[config.mk]
export PLATFORM = sky130hd
export DESIGN_NAME = fifo_sync
export DESIGN_NICKNAME = d
export VERILOG_FILES = /design/src/rtl/fifo_sync.sv
export SDC_FILE = /design/constraint.sdc
export NUM_CORES = 1
export LEC_CHECK = 0
export CAP_MARGIN = 20
export CORE_MARGIN = 5
export CORE_UTILIZATION = 54
export CTS_CLUSTER_DIAMETER = 200
export DETAILED_ROUTE_END_ITERATION = 10
export PLACE_DENSITY = 0.76
export SYNTH_ARGS = -nofsm -noshare
export SYNTH_HDL_FRONTEND = slang
export SYNTH_SLANG_ARGS = --single-unit
[constraint.sdc]
create_clock -name clk -period 2.3 [get_ports clk]
set_input_delay 0.23 -clock clk [delete_from_list [all_inputs] [get_ports clk]]
set_output_delay 0.23 -clock clk [all_outputs]
set_load 0.01 [all_outputs]
[src/rtl/fifo_sync.sv]
// Single-clock FIFO of arbitrary depth with fill count, almost-full/empty
// thresholds, sticky overflow/underflow errors and optional FWFT read port.
module fifo_sync #(
  parameter int DATA_WIDTH    = 8,
  parameter int FIFO_DEPTH    = 16,
  parameter int AFULL_THRESH  = 12,
  parameter int AEMPTY_THRESH = 4,
  parameter bit FWFT          = 1'b0
) (
  input  logic                                  clk,
  input  logic                                  reset,
  input  logic [DATA_WIDTH-1:0]                 wr_data,
  input  logic                                  wr_en,
  input  logic                                  rd_en,
  input  logic                                  clear_err,
  output logic [DATA_WIDTH-1:0]                 rd_data,
  output logic                                  rd_valid,
  output logic                                  full,
  output logic                                  empty,
  output logic                                  almost_full,
  output logic                                  almost_empty,
  output logic [$clog2(FIFO_DEPTH+1)-1:0]       count,
  output logic                                  overflow,
  output logic                                  underflow
);

  localparam int ADDR_WIDTH  = (FIFO_DEPTH > 1) ? $clog2(FIFO_DEPTH) : 1;
  localparam int COUNT_WIDTH = $clog2(FIFO_DEPTH + 1);

  localparam logic [ADDR_WIDTH-1:0]  LAST_ADDR = ADDR_WIDTH'(FIFO_DEPTH - 1);
  localparam logic [COUNT_WIDTH-1:0] DEPTH_CNT = COUNT_WIDTH'(FIFO_DEPTH);
  localparam logic [COUNT_WIDTH-1:0] AF_CNT    = COUNT_WIDTH'(AFULL_THRESH);
  localparam logic [COUNT_WIDTH-1:0] AE_CNT    = COUNT_WIDTH'(AEMPTY_THRESH);

  // Explicit wrap keeps non-power-of-two depths inside the array.
  function automatic logic [ADDR_WIDTH-1:0] next_ptr(input logic [ADDR_WIDTH-1:0] ptr);
    if (ptr == LAST_ADDR) begin
      return {ADDR_WIDTH{1'b0}};
    end else begin
      return ptr + ADDR_WIDTH'(1);
    end
  endfunction

  logic [DATA_WIDTH-1:0]  mem_q [FIFO_DEPTH];
  logic [ADDR_WIDTH-1:0]  wr_ptr_q, wr_ptr_d;
  logic [ADDR_WIDTH-1:0]  rd_ptr_q, rd_ptr_d;
  logic [COUNT_WIDTH-1:0] count_q, count_d;
  logic                   full_q, empty_q, afull_q, aempty_q;
  logic                   ovf_q, ovf_d, unf_q, unf_d;
  logic [DATA_WIDTH-1:0]  rd_data_q, rd_data_d;
  logic                   rd_valid_q, rd_valid_d;
  logic                   wr_acc_s, rd_acc_s;

  // Acceptance uses registered flags only; reset suppresses every request.
  always_comb begin
    wr_acc_s   = reset & wr_en & ~full_q;
    rd_acc_s   = reset & rd_en & ~empty_q;
    wr_ptr_d   = wr_ptr_q;
    rd_ptr_d   = rd_ptr_q;
    count_d    = count_q;
    rd_data_d  = rd_data_q;
    rd_valid_d = 1'b0;
    if (wr_acc_s) begin
      wr_ptr_d = next_ptr(wr_ptr_q);
    end else begin
      wr_ptr_d = wr_ptr_q;
    end
    if (rd_acc_s) begin
      rd_ptr_d   = next_ptr(rd_ptr_q);
      rd_data_d  = mem_q[rd_ptr_q];
      rd_valid_d = 1'b1;
    end else begin
      rd_ptr_d   = rd_ptr_q;
      rd_data_d  = rd_data_q;
      rd_valid_d = 1'b0;
    end
    case ({wr_acc_s, rd_acc_s})
      2'b10:   count_d = count_q + COUNT_WIDTH'(1);
      2'b01:   count_d = count_q - COUNT_WIDTH'(1);
      default: count_d = count_q;
    endcase
    ovf_d = (wr_en & full_q)  | (ovf_q & ~clear_err);
    unf_d = (rd_en & empty_q) | (unf_q & ~clear_err);
  end

  // Pointers, occupancy, flags, error bits and the registered read port.
  always_ff @(posedge clk) begin
    if (!reset) begin
      wr_ptr_q   <= {ADDR_WIDTH{1'b0}};
      rd_ptr_q   <= {ADDR_WIDTH{1'b0}};
      count_q    <= {COUNT_WIDTH{1'b0}};
      full_q     <= 1'b0;
      empty_q    <= 1'b1;
      afull_q    <= 1'b0;
      aempty_q   <= 1'b1;
      ovf_q      <= 1'b0;
      unf_q      <= 1'b0;
      rd_data_q  <= {DATA_WIDTH{1'b0}};
      rd_valid_q <= 1'b0;
    end else begin
      wr_ptr_q   <= wr_ptr_d;
      rd_ptr_q   <= rd_ptr_d;
      count_q    <= count_d;
      full_q     <= (count_d == DEPTH_CNT);
      empty_q    <= (count_d == {COUNT_WIDTH{1'b0}});
      afull_q    <= (count_d >= AF_CNT);
      aempty_q   <= (count_d <= AE_CNT);
      ovf_q      <= ovf_d;
      unf_q      <= unf_d;
      rd_data_q  <= rd_data_d;
      rd_valid_q <= rd_valid_d;
    end
  end

  // Storage array; contents deliberately survive reset.
  always_ff @(posedge clk) begin
    if (wr_acc_s) begin
      mem_q[wr_ptr_q] <= wr_data;
    end
  end

  generate
    if (FWFT) begin : g_fwft
      assign rd_data  = empty_q ? {DATA_WIDTH{1'b0}} : mem_q[rd_ptr_q];
      assign rd_valid = ~empty_q;
    end else begin : g_std
      assign rd_data  = rd_data_q;
      assign rd_valid = rd_valid_q;
    end
  endgenerate

  assign full         = full_q;
  assign empty        = empty_q;
  assign almost_full  = afull_q;
  assign almost_empty = aempty_q;
  assign count        = count_q;
  assign overflow     = ovf_q;
  assign underflow    = unf_q;

endmodule
==> impl_metrics.py, run 1 <==
metrics = {
    "cts": {
        "clk-insertion-delay-late_ns": 0.42,
        "clockBufferDepth": 2,
        "cts_tree": "yes",
        "numCtsBuffers": 17,
        "root_buffer": "clkbuf_16",
        "clkTransAtPathRegs_ns": 0.06,
        "clock_sinks": 156,
        "htree_levels": 4,
    },
    "detailed_routing": {
        "avgRoutedWirePerCell_um": 21.7,
        "postRouteAntennaNets": 0,
        "firstDrtPassIters": 4,
        "routed.top_layer": "met4",
        "dr_wl_met3_um": 838,
        "routed_wirelength_mm": 12.7,
        "drcViolationCount": 0,
        "vias": 3438,
        "viasPerCell": 5.90,
        "met2_length_mm": 6.47,
        "wirelength_met1_mm": 5.17,
        "drt_iter0_drc": 378,
    },
    "setup_path": {
        "critPathCaptureType": "flip-flop",
        "worst_path_most_repeated_cell": "o311ai_1",
        "critPathKind": "primary input to flip-flop",
        "r2r_end": "full",
        "worstPathMaxFanout": 5,
        "startpoint_type": "primary input",
        "crit_arrival_ns": 2.55,
        "cpPeakStageDelay_ns": 0.55,
        "required_ns": 2.62,
        "reg2reg_depth": 10,
        "r2r_start": "empty",
        "crit_chain": "clkdlybuf4s50_1 -> nand3b_4 -> inv_4 -> nand2_4 -> xnor2_2 -> ha_2 -> o21a_1 -> o311ai_1 -> o311ai_1 -> xnor2_1 -> nor4b_2",
        "rrSetupSlack_ns": 0.07,
        "slowest_stage": "clkdlybuf4s50_1",
    },
    "synthesis": {
        "synth_compound_gate_area_share_pct": 3.75,
        "synthArstFlopShare_pct": 0,
        "syn_area_per_cell_um2": 17.8,
        "yosys.area_share.xor_xnor_pct": 0.552,
        "synth_simple_gate_area_share_pct": 6.45,
        "synth_seq_area_share_pct": 69.4,
        "synth_edf_count": 128,
        "synthAdderAreaFrac_pct": 1.38,
        "synth_cell_types": 43,
        "syn_inst": 356,
        "ys.flop_type": "edfxtp_1",
        "yosys_warnings": 0,
        "synth_top_family_by_area": "multiplexers",
        "synth_fp_nets": 376,
        "muxShareOfSynthArea_pct": 16.1,
        "ys_ff_latch": 156,
        "syn_area_mm2": 0.00634,
    },
    "power_and_ir_drop": {
        "power_leakage_nw": 2.68,
        "ir_drop_mv": 0.625,
        "power.density_mw_per_mm2": 884,
    },
    "sta": {
        "finalSetupViolCount": 0,
        "tightestPinTransition_ns": 0.688,
        "finClkSkew_ns": 0.0123,
        "slew_headroom_pct": 54.1,
        "finalCriticalPeriod_ns": 2.23,
        "final-hold-violation-count": 0,
        "setup_tns_ns": 0,
        "fin_crit_sh_pct": 97.2,
        "rsz0062_at_grt": "true",
        "final-max-slew-violation-count": 0,
        "max_freq_mhz": 448,
    },
    "place": {
        "place_area_mm2": 0.00701,
        "hpwl_mm": 8.18,
        "io_buffers": 32,
        "place.gp.congestion": 0.947,
    },
    "global_route": {
        "grt_usage_pct": 18.6,
        "grt_pass1_vias": 3505,
        "grt_pass1_wl_mm": 19.8,
        "grt-ovfl-total": 0,
        "grt_max_degree": 38,
        "antenna_found_initial": 0,
    },
    "layout": {
        "num_antenna_cells": 0,
        "finalNetCount": 447,
        "syn_to_final_growth_pct": 22.3,
        "postLayoutCellArea_mm2": 0.00776,
        "final_common_cell": "edfxtp_1",
        "finish.utilization_pct": 67.7,
        "drive_above_1_share_pct": 22.3,
        "final_cell_mix": "edfxtp_1 (128), buf_4 (38), clkdlybuf4s50_1 (32)",
    },
    "floorplan": {
        "rows": 39,
        "ios": 33,
        "core_mm2": 0.0115,
        "start_util_pct": 55.3,
        "die_h_um": 118,
        "die_area_mm2": 0.0140,
        "die_x_um": 118,
    },
    "worst_hold_path": {
        "hold_end": "rd_data[2]",
        "hold_class": "flip-flop to flip-flop",
        "min-delay-start": "rd_data[2]",
        "hold_depth": 2,
    },
    "flow_run": {
        "cap_violations": 0,
    },
    "status": {
        "status": "finished, final reports clean",
    },
}
how the worst max path moves through the flow:
stage           from          end  cells past startpoint
2_1_floorplan   full  almost_full                      9
3_3_place_gp   reset         full                     11
3_5_place_dp   reset         full                     11
4_1_cts         full         full                      9
5_1_grt        empty         full                     10
6_report       reset         full                     11
synthesized netlist by cell type, types with 4 or more instances:
| library cell | number | share of area (%) |
|---|---|---|
| mux4_2 | 13 | 4.6 |
| nand3_1 | 10 | 0.79 |
| dfxtp_1 | 28 | 8.8 |
| inv_1 | 6 | 0.36 |
| mux4_1 | 27 | 11 |
| clkbuf_1 | 9 | 0.53 |
| ha_1 | 7 | 1.4 |
| o31ai_1 | 4 | 0.47 |
| nor3_1 | 5 | 0.39 |
| edfxtp_1 | 128 | 61 |
| nor2_1 | 23 | 1.4 |
| nand2b_1 | 7 | 0.69 |
| a21oi_1 | 11 | 0.87 |
| nand2_1 | 31 | 1.8 |
| buf_1 | 4 | 0.24 |
cell type report:
class | instances | area, um^2
Timing Repair Buffer | 72 | 646
Tap cell | 143 | 179
Fill cell | 714 | 3710
Clock buffer | 21 | 460
Sequential cell | 156 | 4410
Multi-Input combinational cell | 173 | 1820
Inverter | 7 | 28.8
Clock inverter | 11 | 214
cell families after synthesis:
kind of cell    Yosys count
compound gates           34
xor+xnor                  4
fa+ha+maj                 7
buf+inv                  27
flops                   156
mux                      42
simple gates             86
power breakdown:
group / total, W / internal [W] / switching, W
Sequential: 0.00316 / 0.00311 / 0.0000472
Combinational: 0.000554 / 0.000284 / 0.000270
Clock: 0.00315 / 0.00209 / 0.00106
registers in the layout, indices dropped and copies added, names as in the netlist, 4 cells and up:
register and cells:
rd_data 8, count 5, wr_ptr_q 4, mem_q 128, rd_ptr_q 4
what timing repair did:
action | in CTS | in global routing
hold buffers | 0 | 0
buffers inserted | 0 | 6
setup endpoints to repair | 0 | 6
gates resized for setup | 0 | 10
per-layer routing:
layer / GRT usage [%] / up-vias
met3: 4.87 / 20
li1: - / 1574
met2: 30.3 / 130
met1: 24.6 / 1714
met4: 6.73 / 0
met5: 0 / -
worst max-delay path: cells and delay by family:
kind	cells	cell delay (ns)
buffers and inverters	2	0.63
xor gates and xnor gates	2	0.46
adders and majority gates	1	0.20
AOI/OAI and AO/OA	3	0.58
and+or+nand+nor	3	0.42
stage by stage:
step | std cells | total power (W) | hold WS [ns] | setup slack (ns)
final | 583 | 0.00686 | 0.456 | 0.0654
after global routing | 583 | 0.00708 | 0.474 | -0.0910
after CTS | 577 | 0.00688 | 0.456 | 0.0288
after detailed placement | 545 | 0.00374 | 0.447 | -0.346
after global placement | 545 | 0.00372 | 0.445 | -0.232
after floorplan | 356 | 0.00352 | 0.329 | 0.0506
(Power assumes the default switching activity.)
==> run 2: changes to the inputs <==
--- a/config.mk
+++ b/config.mk
@@ -7,10 +7,11 @@
 export LEC_CHECK = 0
 export CAP_MARGIN = 20
 export CORE_MARGIN = 5
-export CORE_UTILIZATION = 54
+export CORE_UTILIZATION = 56
+export CTS_BUF_LIST = sky130_fd_sc_hd__clkbuf_8
 export CTS_CLUSTER_DIAMETER = 200
 export DETAILED_ROUTE_END_ITERATION = 10
-export PLACE_DENSITY = 0.76
+export PLACE_DENSITY = 0.78
 export SYNTH_ARGS = -nofsm -noshare
 export SYNTH_HDL_FRONTEND = slang
 export SYNTH_SLANG_ARGS = --single-unit
==> impl_metrics.py, run 2 (synthesis results as in run 1) <==
metrics = {
    "layout": {
        "fillerInstances": 671,
        "postLayoutCellArea_mm2": 0.00750,
        "drive_above_1_share_pct": 23.4,
        "final_common_cell": "edfxtp_1",
        "num_antenna_cells": 0,
        "max_flop_register": "mem_q",
        "largest_reg_flops": 128,
        "syn_to_final_growth_pct": 18.2,
        "finalNetCount": 442,
        "final_cell_mix": "edfxtp_1 (128), buf_4 (33), clkdlybuf4s50_1 (32)",
    },
    "setup_path": {
        "worstPathMaxFanout": 4,
        "critPathKind": "flip-flop to flip-flop",
        "critPathCaptureType": "flip-flop",
        "required_ns": 2.69,
        "startpoint_type": "flip-flop",
        "crit_arrival_ns": 2.59,
    },
    "power_and_ir_drop": {
        "p_sw_share_pct": 23.7,
        "comb_power_share_pct": 9.9,
        "power.density_mw_per_mm2": 766,
        "p_total_w": 0.00574,
        "p_int_w": 0.00438,
        "clkPwrFrac_pct": 35.1,
        "power_leakage_nw": 2.53,
        "power_frac_seq_pct": 55.0,
        "p_sw_w": 0.00136,
        "ir_drop_mv": 0.587,
    },
    "sta": {
        "final-hold-violation-count": 0,
        "final-max-slew-violation-count": 0,
        "tightestPinTransition_ns": 0.655,
        "hold_ws_ns": 0.441,
        "max_freq_mhz": 454,
        "slew_headroom_pct": 56.3,
        "finClkSkew_ns": 0.00847,
        "finalSetupViolCount": 0,
        "rsz0062_at_grt": "false",
        "finalCriticalPeriod_ns": 2.20,
        "setup_ws_ns": 0.0971,
        "fin_crit_sh_pct": 95.8,
    },
    "detailed_routing": {
        "drcViolationCount": 0,
        "firstDrtPassIters": 4,
        "drt_iter0_drc": 415,
        "avgRoutedWirePerCell_um": 20.6,
        "routed_wirelength_mm": 11.8,
        "vias": 3425,
        "postRouteAntennaNets": 0,
        "viasPerCell": 5.96,
    },
    "cts": {
        "numCtsBuffers": 17,
        "clock_sinks": 156,
        "cts_tree": "yes",
        "clk-insertion-delay-late_ns": 0.44,
        "root_buffer": "clkbuf_8",
        "htree_levels": 4,
        "clkTransAtPathRegs_ns": 0.08,
        "clockBufferDepth": 2,
        "hold_buffers": 0,
    },
    "global_route": {
        "grt_pass1_vias": 3470,
        "antenna_found_initial": 0,
        "grt-ovfl-total": 0,
        "grt_usage_pct": 19.3,
        "grt_pass1_wl_mm": 18.9,
        "grt_max_degree": 38,
    },
    "worst_hold_path": {
        "hold_class": "primary input to flip-flop",
    },
    "place": {
        "pre_cts_slack_ns": -0.427,
        "io_buffers": 32,
        "hpwl_mm": 8.05,
        "place.gp.congestion": 0.844,
        "place_area_mm2": 0.00700,
    },
    "flow_run": {
        "cap_violations": 0,
    },
    "floorplan": {
        "rows": 38,
        "die_h_um": 116,
        "die_area_mm2": 0.0136,
        "core_mm2": 0.0110,
        "ios": 33,
        "start_util_pct": 57.8,
        "die_x_um": 116,
    },
    "status": {
        "status": "finished, final reports clean",
    },
}
## run 2: cell count changes in the layout (fill, tap and decap cells not counted), moves of 4 or more
cell | previous run | this run
buf_4 | 38 | 33
bufinv_16 | 6 | 2
clkbuf_16 | 17 | 0
clkbuf_8 | 2 | 17
inv_6 | 0 | 4
## run 2: critical path, cell delays in order, from the launching register on
cell and delay, ns:
dfxtp_2 0.34, nand3b_4 0.16, inv_2 0.07, nand2_2 0.06, xnor2_1 0.17, ha_2 0.22, a21oi_1 0.06, a21boi_2 0.20
or4_4 0.53, a22oi_1 0.22, o21a_1 0.13
## run 2: path summary, 6_finish.rpt
check / slack (ns) / to / start / depth (start not counted)
min: 0.44 / underflow / clear_err / 4
min reg2reg: 0.46 / rd_data[0] / rd_data[0] / 2
max reg2reg: 0.1 / almost_full / empty / 10
max: 0.1 / almost_full / empty / 10
## run 2: timing repair
item | CTS | global route
pin swaps | 1 | 5
endpoints found under the setup margin | 2 | 5
gates resized for setup | 1 | 21
setup buffers | 1 | 1
## run 2: stage by stage
step                TNS (ns)  util (%)  std cells
global route               0      68.3        575
detailed placement     -1.96      63.7        541
CTS                        0      67.4        574
finish                     0      68.3        575
floorplan                  0         -        356
global placement       -1.24      63.7        541
## run 2: area by class of cell
class | count | area (um^2) | area share [%]
Timing Repair Buffer | 67 | 608 | 8.11
Inverter | 7 | 26.3 | 0.351
Multi-Input combinational cell | 173 | 1880 | 25.1
Clock buffer | 17 | 234 | 3.12
Clock inverter | 15 | 163 | 2.17
Tap cell | 140 | 175 | 2.34
Sequential cell | 156 | 4410 | 58.8
## run 2: layer usage
layer  GRT usage (%)  vias up  wire (um)
met4            8.04        0        234
met2            30.7      105       5850
met3            5.08       23        686
met1            25.4     1734       5060
li1                -     1563          -
met5               0        -          0
## run 2: power by group through the flow
stage	combinational (W)	sequential [W]	clock (W)
after global routing	0.000618	0.00317	0.00219
after CTS	0.000530	0.00315	0.00206
final	0.000570	0.00316	0.00202
after global placement	0.000508	0.00321	0
after floorplan	0.000302	0.00322	0
after detailed placement	0.000526	0.00322	0
==> run 3: changes to the inputs <==
--- a/config.mk
+++ b/config.mk
@@ -6,6 +6,7 @@
 export NUM_CORES = 1
 export LEC_CHECK = 0
 export CAP_MARGIN = 20
+export CORE_ASPECT_RATIO = 0.9
 export CORE_MARGIN = 5
 export CORE_UTILIZATION = 56
 export CTS_BUF_LIST = sky130_fd_sc_hd__clkbuf_8
==> impl_metrics.py, run 3 (synthesis results as in run 1) <==
metrics = {
    "place": {
        "io_buffers": 32,
        "place.gp.congestion": 0.833,
        "place_area_mm2": 0.00700,
        "dp.cells": 551,
        "hpwl_mm": 7.69,
    },
    "sta": {
        "fin_crit_sh_pct": 96.5,
        "tightestPinTransition_ns": 0.596,
        "finalSetupViolCount": 0,
        "rsz0062_at_grt": "true",
        "slew_headroom_pct": 60.2,
        "finalCriticalPeriod_ns": 2.22,
        "max_freq_mhz": 450,
        "final-max-slew-violation-count": 0,
        "final-hold-violation-count": 0,
        "finClkSkew_ns": 0.0106,
    },
    "flow_run": {
        "cap_violations": 0,
    },
    "detailed_routing": {
        "vias": 3372,
        "avgRoutedWirePerCell_um": 19.7,
        "routed_wirelength_mm": 11.5,
        "postRouteAntennaNets": 0,
        "drt_iter0_drc": 362,
        "firstDrtPassIters": 6,
        "viasPerCell": 5.77,
        "drcViolationCount": 0,
    },
    "cts": {
        "clockBufferDepth": 2,
        "clkTransAtPathRegs_ns": 0.08,
        "root_buffer": "clkbuf_8",
        "htree_levels": 4,
        "numCtsBuffers": 17,
        "clock_sinks": 156,
        "cts_tree": "yes",
        "clk-insertion-delay-late_ns": 0.45,
    },
    "setup_path": {
        "reg2reg_depth": 11,
        "critPathCaptureType": "flip-flop",
        "crit_arrival_ns": 2.61,
        "crit_chain": "nand3b_4 -> inv_4 -> nand2_2 -> xnor2_1 -> ha_2 -> o21a_1 -> o311ai_1 -> o311ai_1 -> xnor2_1 -> buf_4 -> o21a_1",
        "cp.depth": 11,
        "critPathTopFamily": "compound AO/OA/AOI/OAI gates",
        "slowest_stage": "dfxtp_4",
        "crit_buf_inv": 2,
        "crit_path_end": "almost_full",
        "r2r_end": "almost_full",
        "critPathLaunch": "empty",
        "worstPathMaxFanout": 4,
        "r2r_start": "empty",
        "startpoint_type": "flip-flop",
        "rrSetupSlack_ns": 0.08,
        "critPathKind": "flip-flop to flip-flop",
        "required_ns": 2.69,
        "cpPeakStageDelay_ns": 0.37,
    },
    "layout": {
        "postLayoutCellArea_mm2": 0.00744,
        "drive_above_1_share_pct": 21.8,
        "instances_no_fill": 584,
        "fillerInstances": 720,
        "finish.utilization_pct": 68.0,
        "multi_input_area_mm2": 0.00182,
        "final_cell_mix": "edfxtp_1 (128), clkdlybuf4s50_1 (32), nand2_1 (30), buf_4 (30), mux4_1 (27)",
        "finalNetCount": 439,
        "final_common_cell": "edfxtp_1",
        "max_flop_register": "mem_q",
        "largest_reg_flops": 128,
        "syn_to_final_growth_pct": 17.3,
        "seqCellArea_mm2": 0.00441,
        "num_antenna_cells": 0,
    },
    "global_route": {
        "grt_pass1_wl_mm": 18.0,
        "grt_usage_pct": 17.8,
        "antenna_found_initial": 0,
        "grt_max_degree": 38,
        "grt_pass1_vias": 3281,
        "grt-ovfl-total": 0,
    },
    "power_and_ir_drop": {
        "power.density_mw_per_mm2": 774,
        "power_leakage_nw": 2.51,
        "ir_drop_mv": 0.550,
        "p_total_w": 0.00576,
    },
    "worst_hold_path": {
        "hold_class": "primary input to flip-flop",
    },
    "floorplan": {
        "die_x_um": 122,
        "ios": 33,
        "rows": 36,
        "start_util_pct": 58.0,
        "core_mm2": 0.0109,
        "die_h_um": 111,
        "die_area_mm2": 0.0136,
    },
    "status": {
        "status": "finished, final reports clean",
    },
}
## run 3: worst min path at each step
stage,endpoint,cells after the start,startpoint
after global placement,rd_data[5],2,rd_data[5]
after floorplan,mem_q[0][0],0,wr_data[0]
final,underflow,4,clear_err
after global routing,underflow,4,clear_err
after CTS,underflow,4,clear_err
after detailed placement,rd_data[6],2,rd_data[6]
## run 3: area by class of cell
cell class              instances  share of cell area [%]
repair buffers                 64                    7.87
multi-input cells             173                    24.4
clock buffers                  17                    3.14
inverters                       7                   0.387
flip-flops and latches        156                    59.3
clock inverters                15                    2.35
well taps                     152                    2.56
## run 3: where the power goes
group	internal (W)	total, W	switching (W)
Clock	0.00100	0.00208	0.00107
Combinational	0.000271	0.000528	0.000257
Sequential	0.00311	0.00316	0.0000486
Total	0.00438	0.00576	0.00138
## run 3: worst reg2reg max path: stages (launching register included)
cell and delay [ns]:
dfxtp_4 0.37, nand3b_4 0.17, inv_4 0.07, nand2_2 0.06, xnor2_1 0.13, ha_2 0.19, o21a_1 0.17, o311ai_1 0.23
o311ai_1 0.17, xnor2_1 0.31, buf_4 0.18, o21a_1 0.12
## run 3: routing by layer
layer	part of all wire (%)	GRT usage (%)	wire (um)
met5	0	0	0
met4	1.3	6.27	151
met3	6.3	4.23	719
met2	48	27.0	5500
met1	45	25.5	5110
## run 3: per-stage QoR
step	hold WS, ns	setup WS [ns]	TNS [ns]
3_3_place_gp	0.444	-0.264	-1.09
2_1_floorplan	0.329	0.0506	0
3_5_place_dp	0.446	-0.337	-1.52
4_1_cts	0.405	0.0187	0
5_1_grt	0.454	-0.0343	-0.102
6_report	0.427	0.0801	0
## run 3: what timing repair did
item | CTS | global route
resized for setup | 0 | 11
setup buffers | 0 | 1
setup endpoints to repair | 0 | 5
hold buffers | 0 | 0
